==> config.mk <==
export PLATFORM = sky130hd
export DESIGN_NAME = bpi_cmd_sequencer
export DESIGN_NICKNAME = d
export VERILOG_FILES = /design/src/rtl/bpi_cmd_sequencer_pkg.sv /design/src/rtl/bpi_xact_handshake.sv /design/src/rtl/bpi_cmd_sequencer.sv
export SDC_FILE = /design/constraint.sdc
export NUM_CORES = 1
export LEC_CHECK = 0
export ABC_AREA = 0
export BUFFER_PORTS_ARGS = -buffer_cell sky130_fd_sc_hd__buf_2
export CORE_MARGIN = 2
export CORE_UTILIZATION = 50
export CTS_BUF_LIST = sky130_fd_sc_hd__clkbuf_4
export CTS_CLUSTER_SIZE = 28
export DETAILED_ROUTE_END_ITERATION = 8
export PLACE_DENSITY = 0.75
export SETUP_SLACK_MARGIN = 0.05
export SLEW_MARGIN = 20
export SYNTH_ARGS = -nofsm -noshare
export SYNTH_HDL_FRONTEND = slang
export SYNTH_SLANG_ARGS = --single-unit
==> constraint.sdc <==
create_clock -name CLK -period 4 [get_ports CLK]
set_clock_uncertainty 0.1 [all_clocks]
set_input_delay 0 -clock CLK [delete_from_list [all_inputs] [get_ports CLK]]
set_output_delay 0 -clock CLK [all_outputs]
set_load 0.01 [all_outputs]
==> src/rtl/bpi_cmd_sequencer_pkg.sv <==
// Shared encodings and the per-opcode step ROM
// for the BPI flash command sequencer.
package bpi_cmd_sequencer_pkg;

  localparam logic [1:0] OPC_READ   = 2'b00;
  localparam logic [1:0] OPC_PROG   = 2'b01;
  localparam logic [1:0] OPC_ERASE  = 2'b10;
  localparam logic [1:0] OPC_STATUS = 2'b11;

  localparam logic [15:0] CMD_READ_ARRAY = 16'h00FF;
  localparam logic [15:0] CMD_RD_STATUS  = 16'h0070;
  localparam logic [15:0] CMD_CLR_STATUS = 16'h0050;
  localparam logic [15:0] CMD_UNLK_SETUP = 16'h0060;
  localparam logic [15:0] CMD_CONFIRM    = 16'h00D0;
  localparam logic [15:0] CMD_PROG_SETUP = 16'h0040;
  localparam logic [15:0] CMD_ERAS_SETUP = 16'h0020;

  localparam int SR_READY = 7;
  localparam int SR_ERASE = 5;
  localparam int SR_PROG  = 4;
  localparam int SR_VPP   = 3;
  localparam int SR_LOCK  = 1;

  localparam logic [1:0] OP_IDLE  = 2'b00;
  localparam logic [1:0] OP_WRITE = 2'b01;
  localparam logic [1:0] OP_READ  = 2'b10;

  localparam logic [3:0] POLL_IDX = 4'd4;

  typedef enum logic [1:0] {
    K_WR,
    K_RD,
    K_POLL,
    K_END
  } step_kind_e;

  typedef struct packed {
    step_kind_e  kind;
    logic        blk;
    logic        use_data;
    logic [15:0] cmd;
  } step_t;

  function automatic step_t wr(input logic b, input logic [15:0] c);
    step_t s;
    s.kind     = K_WR;
    s.blk      = b;
    s.use_data = 1'b0;
    s.cmd      = c;
    return s;
  endfunction

  function automatic step_t wr_data();
    step_t s;
    s.kind     = K_WR;
    s.blk      = 1'b0;
    s.use_data = 1'b1;
    s.cmd      = 16'h0000;
    return s;
  endfunction

  function automatic step_t mk(input step_kind_e k);
    step_t s;
    s.kind     = k;
    s.blk      = 1'b0;
    s.use_data = 1'b0;
    s.cmd      = 16'h0000;
    return s;
  endfunction

  function automatic step_t step_rom(
    input logic [1:0] opc,
    input logic [3:0] idx
  );
    step_t s;
    s = mk(K_END);
    case (opc)
      OPC_READ: begin
        case (idx)
          4'd0:    s = wr(1'b0, CMD_READ_ARRAY);
          4'd1:    s = mk(K_RD);
          default: s = mk(K_END);
        endcase
      end
      OPC_PROG: begin
        case (idx)
          4'd0:     s = wr(1'b1, CMD_UNLK_SETUP);
          4'd1:     s = wr(1'b1, CMD_CONFIRM);
          4'd2:     s = wr(1'b0, CMD_PROG_SETUP);
          4'd3:     s = wr_data();
          POLL_IDX: s = mk(K_POLL);
          4'd5:     s = wr(1'b0, CMD_CLR_STATUS);
          4'd6:     s = wr(1'b0, CMD_READ_ARRAY);
          default:  s = mk(K_END);
        endcase
      end
      OPC_ERASE: begin
        case (idx)
          4'd0:     s = wr(1'b1, CMD_UNLK_SETUP);
          4'd1:     s = wr(1'b1, CMD_CONFIRM);
          4'd2:     s = wr(1'b1, CMD_ERAS_SETUP);
          4'd3:     s = wr(1'b1, CMD_CONFIRM);
          POLL_IDX: s = mk(K_POLL);
          4'd5:     s = wr(1'b1, CMD_CLR_STATUS);
          4'd6:     s = wr(1'b1, CMD_READ_ARRAY);
          default:  s = mk(K_END);
        endcase
      end
      default: begin
        case (idx)
          4'd0:    s = wr(1'b0, CMD_RD_STATUS);
          4'd1:    s = mk(K_RD);
          4'd2:    s = wr(1'b0, CMD_READ_ARRAY);
          default: s = mk(K_END);
        endcase
      end
    endcase
    return s;
  endfunction

  function automatic logic step_is_end(
    input logic [1:0] opc,
    input logic [3:0] idx
  );
    step_t s;
    s = step_rom(opc, idx);
    return s.kind == K_END;
  endfunction

endpackage

==> src/rtl/bpi_xact_handshake.sv <==
// One BPI bus transaction: issue strobe, wait for
// BUSY to rise then fall, capture read data.
module bpi_xact_handshake
  import bpi_cmd_sequencer_pkg::*;
(
  input  logic        clk,
  input  logic        rst,
  input  logic        go,
  input  logic [22:0] go_addr,
  input  logic [15:0] go_data,
  input  logic [1:0]  go_op,
  input  logic        busy,
  input  logic        load_data,
  input  logic [15:0] data_in,
  output logic [22:0] addr,
  output logic [15:0] cmd_data_out,
  output logic [1:0]  op,
  output logic        execute,
  output logic        xact_done,
  output logic [15:0] rdata
);

  localparam logic [1:0] H_IDLE    = 2'd0;
  localparam logic [1:0] H_ISSUE   = 2'd1;
  localparam logic [1:0] H_WAIT_HI = 2'd2;
  localparam logic [1:0] H_WAIT_LO = 2'd3;

  logic [1:0]  st;
  logic [15:0] rdata_q;
  logic        cap;

  assign cap = load_data && (op == OP_READ) && (st != H_IDLE);
  assign xact_done = (st == H_WAIT_LO) && !busy;
  // forward data that lands in the completing cycle
  assign rdata = cap ? data_in : rdata_q;

  // Transaction engine; bus outputs held until BUSY falls
  always_ff @(posedge clk) begin
    if (rst) begin
      st           <= H_IDLE;
      addr         <= '0;
      cmd_data_out <= '0;
      op           <= OP_IDLE;
      execute      <= 1'b0;
      rdata_q      <= '0;
    end else begin
      execute <= 1'b0;
      case (st)
        H_IDLE: begin
          if (go) begin
            addr         <= go_addr;
            cmd_data_out <= go_data;
            op           <= go_op;
            execute      <= 1'b1;
            st           <= H_ISSUE;
          end
        end
        H_ISSUE: st <= H_WAIT_HI;
        H_WAIT_HI: begin
          if (busy) st <= H_WAIT_LO;
        end
        default: begin
          if (!busy) begin
            st <= H_IDLE;
            op <= OP_IDLE;
          end
        end
      endcase
      if (cap) rdata_q <= data_in;
    end
  end

endmodule

==> src/rtl/bpi_cmd_sequencer.sv <==
// Expands one flash request into the BPI command
// sequence: unlock, setup/confirm, poll, clear.
module bpi_cmd_sequencer
  import bpi_cmd_sequencer_pkg::*;
#(
  parameter logic [23:0] POLL_MAX = 24'd4_000_000,
  parameter logic [22:0] BLK_MASK = 23'h7F_0000
) (
  input  logic        CLK,
  input  logic        RST,
  input  logic        START,
  input  logic [1:0]  OPCODE,
  input  logic [22:0] REQ_ADDR,
  input  logic [15:0] REQ_DATA,
  output logic        READY,
  output logic        DONE,
  output logic        ERR,
  output logic        TIMEOUT,
  output logic [15:0] RD_DATA,
  output logic [22:0] ADDR,
  output logic [15:0] CMD_DATA_OUT,
  output logic [1:0]  OP,
  output logic        EXECUTE,
  input  logic        BUSY,
  input  logic        LOAD_DATA,
  input  logic [15:0] DATA_IN
);

  localparam int CW = $clog2(int'(POLL_MAX) + 1);
  localparam logic [CW-1:0] PMAX = POLL_MAX[CW-1:0];

  localparam logic [1:0] S_IDLE = 2'd0;
  localparam logic [1:0] S_STEP = 2'd1;
  localparam logic [1:0] S_XACT = 2'd2;

  logic [1:0]    state;
  logic [1:0]    opc_q;
  logic [22:0]   addr_q;
  logic [15:0]   data_q;
  logic [3:0]    idx;
  logic          poll_ph;
  logic [CW-1:0] cnt;
  logic [CW-1:0] cnt_n;
  logic          done_q;
  logic          err_q;
  logic          to_q;
  logic [15:0]   rd_q;

  step_t         cur;
  logic          nxt_end;
  logic          go;
  logic [22:0]   go_addr;
  logic [15:0]   go_data;
  logic [1:0]    go_op;
  logic          xact_done;
  logic [15:0]   rdata;
  logic          sr_ok;
  logic          sr_err;
  logic          poll_lim;
  logic          adv;

  assign cur     = step_rom(opc_q, idx);
  assign nxt_end = step_is_end(opc_q, idx + 4'd1);
  assign cnt_n   = cnt + CW'(1);
  assign sr_ok   = rdata[SR_READY];
  assign sr_err  = rdata[SR_ERASE] | rdata[SR_PROG]
                 | rdata[SR_VPP] | rdata[SR_LOCK];
  assign poll_lim = (cnt_n == PMAX);
  assign go      = (state == S_STEP);

  assign READY   = (state == S_IDLE);
  assign DONE    = done_q;
  assign ERR     = err_q;
  assign TIMEOUT = to_q;
  assign RD_DATA = rd_q;

  // Step completes unless the poll loop must read again
  always_comb begin
    adv = 1'b0;
    if (xact_done) begin
      if (cur.kind != K_POLL) adv = 1'b1;
      else adv = poll_ph && (sr_ok || poll_lim);
    end
  end

  // Bus fields for the current step (poll: 0070 then reads)
  always_comb begin
    go_addr = cur.blk ? (addr_q & BLK_MASK) : addr_q;
    go_data = cur.use_data ? data_q : cur.cmd;
    go_op   = (cur.kind == K_RD) ? OP_READ : OP_WRITE;
    if (cur.kind == K_POLL) begin
      go_addr = addr_q;
      go_data = CMD_RD_STATUS;
      go_op   = poll_ph ? OP_READ : OP_WRITE;
    end
  end

  bpi_xact_handshake u_xact (
    .clk          (CLK),
    .rst          (RST),
    .go           (go),
    .go_addr      (go_addr),
    .go_data      (go_data),
    .go_op        (go_op),
    .busy         (BUSY),
    .load_data    (LOAD_DATA),
    .data_in      (DATA_IN),
    .addr         (ADDR),
    .cmd_data_out (CMD_DATA_OUT),
    .op           (OP),
    .execute      (EXECUTE),
    .xact_done    (xact_done),
    .rdata        (rdata)
  );

  // Request capture, step walk and result registers
  always_ff @(posedge CLK) begin
    if (RST) begin
      state   <= S_IDLE;
      opc_q   <= OPC_READ;
      addr_q  <= '0;
      data_q  <= '0;
      idx     <= '0;
      poll_ph <= 1'b0;
      cnt     <= '0;
      done_q  <= 1'b0;
      err_q   <= 1'b0;
      to_q    <= 1'b0;
      rd_q    <= '0;
    end else begin
      done_q <= 1'b0;
      case (state)
        S_IDLE: begin
          if (START) begin
            opc_q   <= OPCODE;
            addr_q  <= REQ_ADDR;
            data_q  <= REQ_DATA;
            idx     <= '0;
            poll_ph <= 1'b0;
            cnt     <= '0;
            err_q   <= 1'b0;
            to_q    <= 1'b0;
            state   <= S_STEP;
          end
        end
        S_STEP: state <= S_XACT;
        S_XACT: begin
          if (xact_done) begin
            if (cur.kind == K_RD) rd_q <= rdata;
            if (cur.kind == K_POLL) begin
              if (!poll_ph) begin
                poll_ph <= 1'b1;
              end else begin
                cnt <= cnt_n;
                if (sr_ok) begin
                  rd_q  <= rdata;
                  err_q <= sr_err;
                end else if (poll_lim) begin
                  rd_q  <= rdata;
                  err_q <= 1'b1;
                  to_q  <= 1'b1;
                end
              end
            end
            if (adv) begin
              idx     <= idx + 4'd1;
              poll_ph <= 1'b0;
            end
            if (adv && nxt_end) begin
              state  <= S_IDLE;
              done_q <= 1'b1;
            end else begin
              state <= S_STEP;
            end
          end
        end
        default: state <= S_IDLE;
      endcase
    end
  end

endmodule

# After elaboration in Yosys (flattened, before gate mapping)

Cells that the tools add are included.
W data, S select, Z words.

Register bits: 149
Input port bits: 62
Output and inout port bits: 62

Add/subtract/negate cells: 2
Eq/ne operators: 38
Multiplexer cells: 62
Bitwise logic cells: 7
Reduce and logical (&&, ||, !) cells: 30

Operators by type and width:

| operator                | number |
|---|---|
| $pmux W20 S7            | 2 |
| $pmux W20 S3            | 4 |
| $pmux W20 S6            | 2 |
| $mux W16                | 10 |
| $mux W22                | 4 |
| $pmux W20 S2            | 2 |
| $pmux W22 S2            | 1 |
| $eq A4 B3 Y1 const B    | 6 |
| $add A22 B1 Y22 const B | 1 |
| $eq A22 B22 Y1 const B  | 1 |
| $mux W1                 | 18 |
| $mux W2                 | 9 |
| $ne A2 B2 Y1 const B    | 9 |
| $eq A4 B2 Y1 const B    | 4 |
| $eq A2 B2 Y1 const B    | 7 |
| $mux W4                 | 3 |
| $pmux W2 S3             | 2 |
| $eq A2 B1 Y1 const B    | 4 |
| $eq A4 B1 Y1 const B    | 2 |
| $logic_not A4 Y1        | 2 |
| $pmux W4 S2             | 1 |
| $reduce_and A2 Y1       | 4 |
| $reduce_and A4 Y1       | 2 |
| $reduce_or A2 Y1        | 4 |
| other kinds (18)        | 35 |

# Logic depth before layout (Yosys ltp)

Word-level depth: 12
Depth in mapped cells: 13
Gate-level depth less buffers: 10

# By module

From an unflattened synthesis, not the netlist that was laid out.

Cells, all modules: 868
Area total of the unflattened synthesis: 6986.7 sq um

Modules (own cells, without submodules):

| module             | times used | cells an instance | area each (sq um) |
|---|---|---|---|
| bpi_cmd_sequencer  | 1          | 613               | 4689.5 |
| bpi_xact_handshake | 1          | 255               | 2297.2 |

# Least setup slack after synthesis

No wires, ideal clock.

Path type: register to register
Start point: reg cnt[0]
End point: reg rd_q[10], in the netlist RD_DATA[10]
Data arrival time: 2.898 ns
Data required time: 3.779 ns
Slack: 0.881 ns
Cell stages (with the launch flop): 12
Buffers on the path: 2
Cell sequence: dfxtp_1 -> ha_1 -> inv_1 -> or3_1 -> buf_2 -> nor4_4 -> o221ai_2 -> or4b_4 -> a21oi_2 -> o21ai_2 -> buf_6 -> mux2_4

Cells in the longest elaborated chain, start to end: 6

RTL lines:

| what                     | line                     | source |
|---|---|---|
| start: declaration       | bpi_cmd_sequencer.sv:42  | `logic [CW-1:0] cnt;` |
| start signal: assignment | bpi_cmd_sequencer.sv:154 | `cnt <= cnt_n;` |
| $add A22 B1 Y22          | bpi_cmd_sequencer.sv:64  | `assign cnt_n = cnt + CW'(1);` |
| $eq A22 B22 Y1           | bpi_cmd_sequencer.sv:68  | `assign poll_lim = (cnt_n == PMAX);` |
| $mux W16                 | bpi_cmd_sequencer.sv:158 | `end else if (poll_lim) begin` |
| $mux W16                 | bpi_cmd_sequencer.sv:155 | `if (sr_ok) begin` |
| $mux W16                 | bpi_cmd_sequencer.sv:151 | `if (!poll_ph) begin` |
| $mux W16                 | bpi_cmd_sequencer.sv:150 | `if (cur.kind == K_POLL) begin` |
| end signal: assignment   | bpi_cmd_sequencer.sv:149 | `if (cur.kind == K_RD) rd_q <= rdata;` |
| end signal: assignment   | bpi_cmd_sequencer.sv:156 | `rd_q <= rdata;` |
| end signal: assignment   | bpi_cmd_sequencer.sv:159 | `rd_q <= rdata;` |
| end: declaration         | bpi_cmd_sequencer.sv:47  | `logic [15:0] rd_q;` |

No other way between the ends.
A chain may end at the register's enable or synchronous reset.

# Worst setup path in the final report

Start point: reg idx[0]
End point: reg cnt[9]

Cells in the longest elaborated chain, start to end: 7
Elaborated cells between the ends (all ways): 16
Those cells by class: eq/ne (8); mux (5); reduce/logical (3)

RTL lines:

| what                                                | line                        | source |
|---|---|---|
| start: declaration                                  | bpi_cmd_sequencer.sv:40     | `logic [3:0] idx;` |
| start signal: assignment                            | bpi_cmd_sequencer.sv:166    | `idx <= idx + 4'd1;` |
| $eq A4 B1 Y1 / $eq A4 B2 Y1 (equally long branches) | -                           |  |
| $reduce_or A2 Y1 (no source line)                   | -                           |  |
| $pmux W20 S6                                        | bpi_cmd_sequencer_pkg.sv:98 | `case (idx)` |
| $pmux W20 S3 *                                      | bpi_cmd_sequencer_pkg.sv:77 | `case (opc)` |
| $eq A2 B2 Y1 *                                      | bpi_cmd_sequencer.sv:150    |  |
| $ne A2 B2 Y1 (no source line) *                     | -                           |  |
| $reduce_and A5 Y1 (no source line) *                | -                           |  |

Mark *: on every way between the ends. The rest lies on a longest branch, timed or not.

==> results summary <==
The length of the first detailed-routing pass in iterations is 5. The most common cell in the synthesized netlist is sky130_fd_sc_hd__nand2_1. The fraction of layout cells with a size suffix above 1 came out at 17.91%.

The number of nets still failing antenna checks after routing is 0. The final weighted congestion of routability-driven global placement came out at 0.9109. The synthesized area divided by synthesized cell count is between 7 and 8 sq um. The average via count per standard cell came out at approximately 5.6. Detailed placement finished with a half-perimeter wire length of between 10000 and 15000 um.

Ranked by total cell area, the synthesized netlist is headed by sky130_fd_sc_hd__dfxtp_1, sky130_fd_sc_hd__nand2_1, sky130_fd_sc_hd__a21oi_1, sky130_fd_sc_hd__nor2_1, sky130_fd_sc_hd__a22oi_1. The quantity of gates resized following cts came out at 0. The floorplan has 42 rows. The pre-CTS setup slack is 0.5754 ns. After layout, the worst path uses 90.00% of the clock period.

Counting along the longest clock path gives a buffer depth of 2. For the worst setup path, the data required time is about 4.4 ns. Summing every instance area after synthesis gives 6779 sq um. The die covers 14510 sq um. The worst hold path belongs to the class primary input to register. The biggest area consumer among synthesized cells is sky130_fd_sc_hd__dfxtp_1.

The die is 120.4 um wide. The worst pin sits at a relative slew slack of between 30 and 40%. By count the netlist is led by sky130_fd_sc_hd__nand2_1, sky130_fd_sc_hd__dfxtp_1, sky130_fd_sc_hd__a21oi_1. Setup violations remaining at the end of the flow were counted as 0.

The hold slack came out at 0.1765 ns. The max capacitance violation total is 0. After synthesis, the netlist uses 60 different library cells. The number of standard cells in the layout, taps in and fillers out is 1265. The height of the chip is 120.4 um. The count of final max-slew check failures is 0. The routed wire length per instance came out at 15.94 um. The count of boundary I/O pins is around 120.

TritonCTS built the clock tree. The startpoint type of the worst setup path is a register. Traced cell by cell, the critical path runs through inv_1 > ha_1 > inv_1 > a2111oi_0 > a211oi_1 > o2111ai_1 > nor2_1 > nand4_1 > mux2_2 > nor2_1. The critical path data arrival time is about 4 ns. In this run the power density over the cells is 333.6 nW/um^2. The overall routing resource usage came out at 28.10%. The largest single stage delay on the critical path is between 0.7 and 0.8 ns. For this design, the slowest cell found on the critical path is sky130_fd_sc_hd__o2111ai_1. The peak clock frequency supported by timing is 0.2778 GHz. The flow ran to the end, and the final reports show no timing, DRC or antenna violations. The initial antenna violation count is 0. Summing the sequential cell areas from Yosys gives ~44% of the chip area.

The number of synthesized flops with an enable pin came out at 0. The share of synthesized registers carrying an async set or reset came out at 0%. The maximum fanout count along the critical path came out at 11. Once the floorplan was initialized, standard cells occupied 51.19% of the core. Summed over its instances, the top area cell type makes up around 44% of the synthesized netlist area. The quantity of hold-fixing buffers added after cts came out at 132. The later pin in the worst-skew pair is clocked with a latency of around 0.54 ns. The total number of yosys warnings came out at 0. Entering global routing, the biggest net connects 93 pins. The final layout contains routed wiring with a total length of 20160 um. The critical path is of the register to register type. The worst setup path is captured at a register. For the finished layout, the period the worst path requires is 3.600 ns. The first routing iteration left roughly 760 violations. For this run, the leading register cell type out of synthesis is sky130_fd_sc_hd__dfxtp_1. TritonCTS created 17 clock buffers. The residual DRC count is 0. Synthesis produced a netlist whose cell count is 850. The first-pass GRT wire length came out at 32970 um. Setup repair after global routing left no endpoint under its margin. The final net count came out at 1150. The flip-flop and latch count after synthesis came out at 149. The total placed cells including tap cells came out at 1102. Measured on the finished design, the core utilization comes to 68.53%. The post-CTS setup buffer count is 0. In this run the static leakage power is 3.757 nW. The setup TNS came out at 0 ns. The worst setup slack after layout is between 0.3 and 0.4 ns. The area overhead of the layout relative to synthesis is 33.87%. The core footprint is around 13000 sq um. Clock tree synthesis found a total of approximately 150 sinks.

The synthesized net count is 923. At the pin with the least slew margin, the transition time is 0.9927 ns. The family with the most delay on the worst path is compound AO/OA/AOI/OAI gates. The sum of overflow across all layers after global routing came out at 0. The via count of the first global-routing pass is 6854.

The count of input and output buffers is 123. Together, buffers and inverters on the worst path number 2. The worst-case vdd ir drop is 0.0004347 V. The hold violation count in the final report is 0. After clock tree synthesis, the clock-pin slew on the worst setup and hold paths is 0.13 ns.

In this run the clock root is driven by a sky130_fd_sc_hd__clkbuf_4. The number of vias in the routed layout came out at 7083. The antenna cell count is 0. The number of levels in the clock H-tree came out at 4.
[tightest hold or removal path: stages]
cell                        delay [ns]
sky130_fd_sc_hd__buf_2            0.09
sky130_fd_sc_hd__nand4bb_1        0.09
sky130_fd_sc_hd__buf_4            0.21
sky130_fd_sc_hd__o41ai_1          0.10
sky130_fd_sc_hd__a21oi_1          0.07
sky130_fd_sc_hd__o21ai_0          0.14
sky130_fd_sc_hd__a21oi_1          0.07
[cell families after synthesis]
kind of cell	share of synthesized area [%]
AND/OR/NAND/NOR	24.70
multiplexers	3.821
flip-flops	44.00
AO/OA/AOI/OAI	19.77
adder cells (fa/ha/maj)	2.030
XOR/XNOR	1.163
buffers and inverters	4.522
[power breakdown]
group	internal [W]	switching, W	leakage [nW]
clock network	0.000381	0.000553	0.137
logic	0.000221	0.000288	2.41
registers	0.00154	0.0000403	1.21
[through the flow]
stage | power [W] | instance area, sq um
after floorplan | 0.001884 | 6779
after global placement | 0.002019 | 7482
after detailed placement | 0.002028 | 7482
after CTS | 0.003021 | 9075
after global routing | 0.003171 | 9075
final | 0.003028 | 9075
[worst paths after layout]
kind / from / slack (ns) / cells past startpoint / to
setup / recovery: idx[0]$_SDFFE_PP0P_ / 0.40 / 10 / cnt[9]$_SDFFE_PP0P_
hold / removal: LOAD_DATA / 0.18 / 7 / ERR$_SDFFE_PP0P_
setup reg to reg: idx[0]$_SDFFE_PP0P_ / 0.40 / 10 / cnt[9]$_SDFFE_PP0P_
hold reg to reg: u_xact.cmd_data_out[1]$_SDFFE_PP0P_ / 0.36 / 2 / u_xact.cmd_data_out[1]$_SDFFE_PP0P_
[per-layer routing]
metal  up-vias  wire [um]  global-route usage, %
li1       3406          -                      -
met1      3309       8234                  34.11
met2       311       9796                  47.42
met3        57       1563                  7.594
met4         0        568                  10.83
met5         -          0                      0
[registers in the layout, indices dropped and copies added, names as in the netlist, 2 cells and up]
name                 count
RD_DATA                 16
addr_q                  23
cnt                     22
data_q                  16
idx                      4
opc_q                    2
state                    2
u_xact.addr             23
u_xact.cmd_data_out     16
u_xact.op                2
u_xact.rdata_q          16
u_xact.st                2
[area by class of cell]
type                    instances  area (sq um)
inverters                      16         60.06
well taps                     176         220.2
clock inverters                12         128.9
clock buffers                  19         142.6
flip-flops and latches        149          2983
multi-input cells             624          3496
fillers                      1055          4168
repair buffers                269          2044
[placed cells by master (no fill, tap or decap), drive strengths merged, types with 7 or more instances in the layout]
master | Yosys | routed
mux2 | 17 | 17
and2 | 8 | 8
a21oi | 105 | 105
a211oi | 11 | 11
nor4 | 7 | 7
o21ai | 32 | 32
nand2 | 170 | 170
clkbuf | 50 | 19
nand3 | 15 | 15
nor2b | 19 | 19
dlygate4sd3 | 0 | 132
ha | 11 | 11
inv | 16 | 19
a22oi | 27 | 27
dfxtp | 149 | 149
nand4 | 10 | 10
buf | 11 | 137
nor3 | 17 | 17
nor2 | 85 | 85
Note: power is estimated with default switching activity, not from simulation.
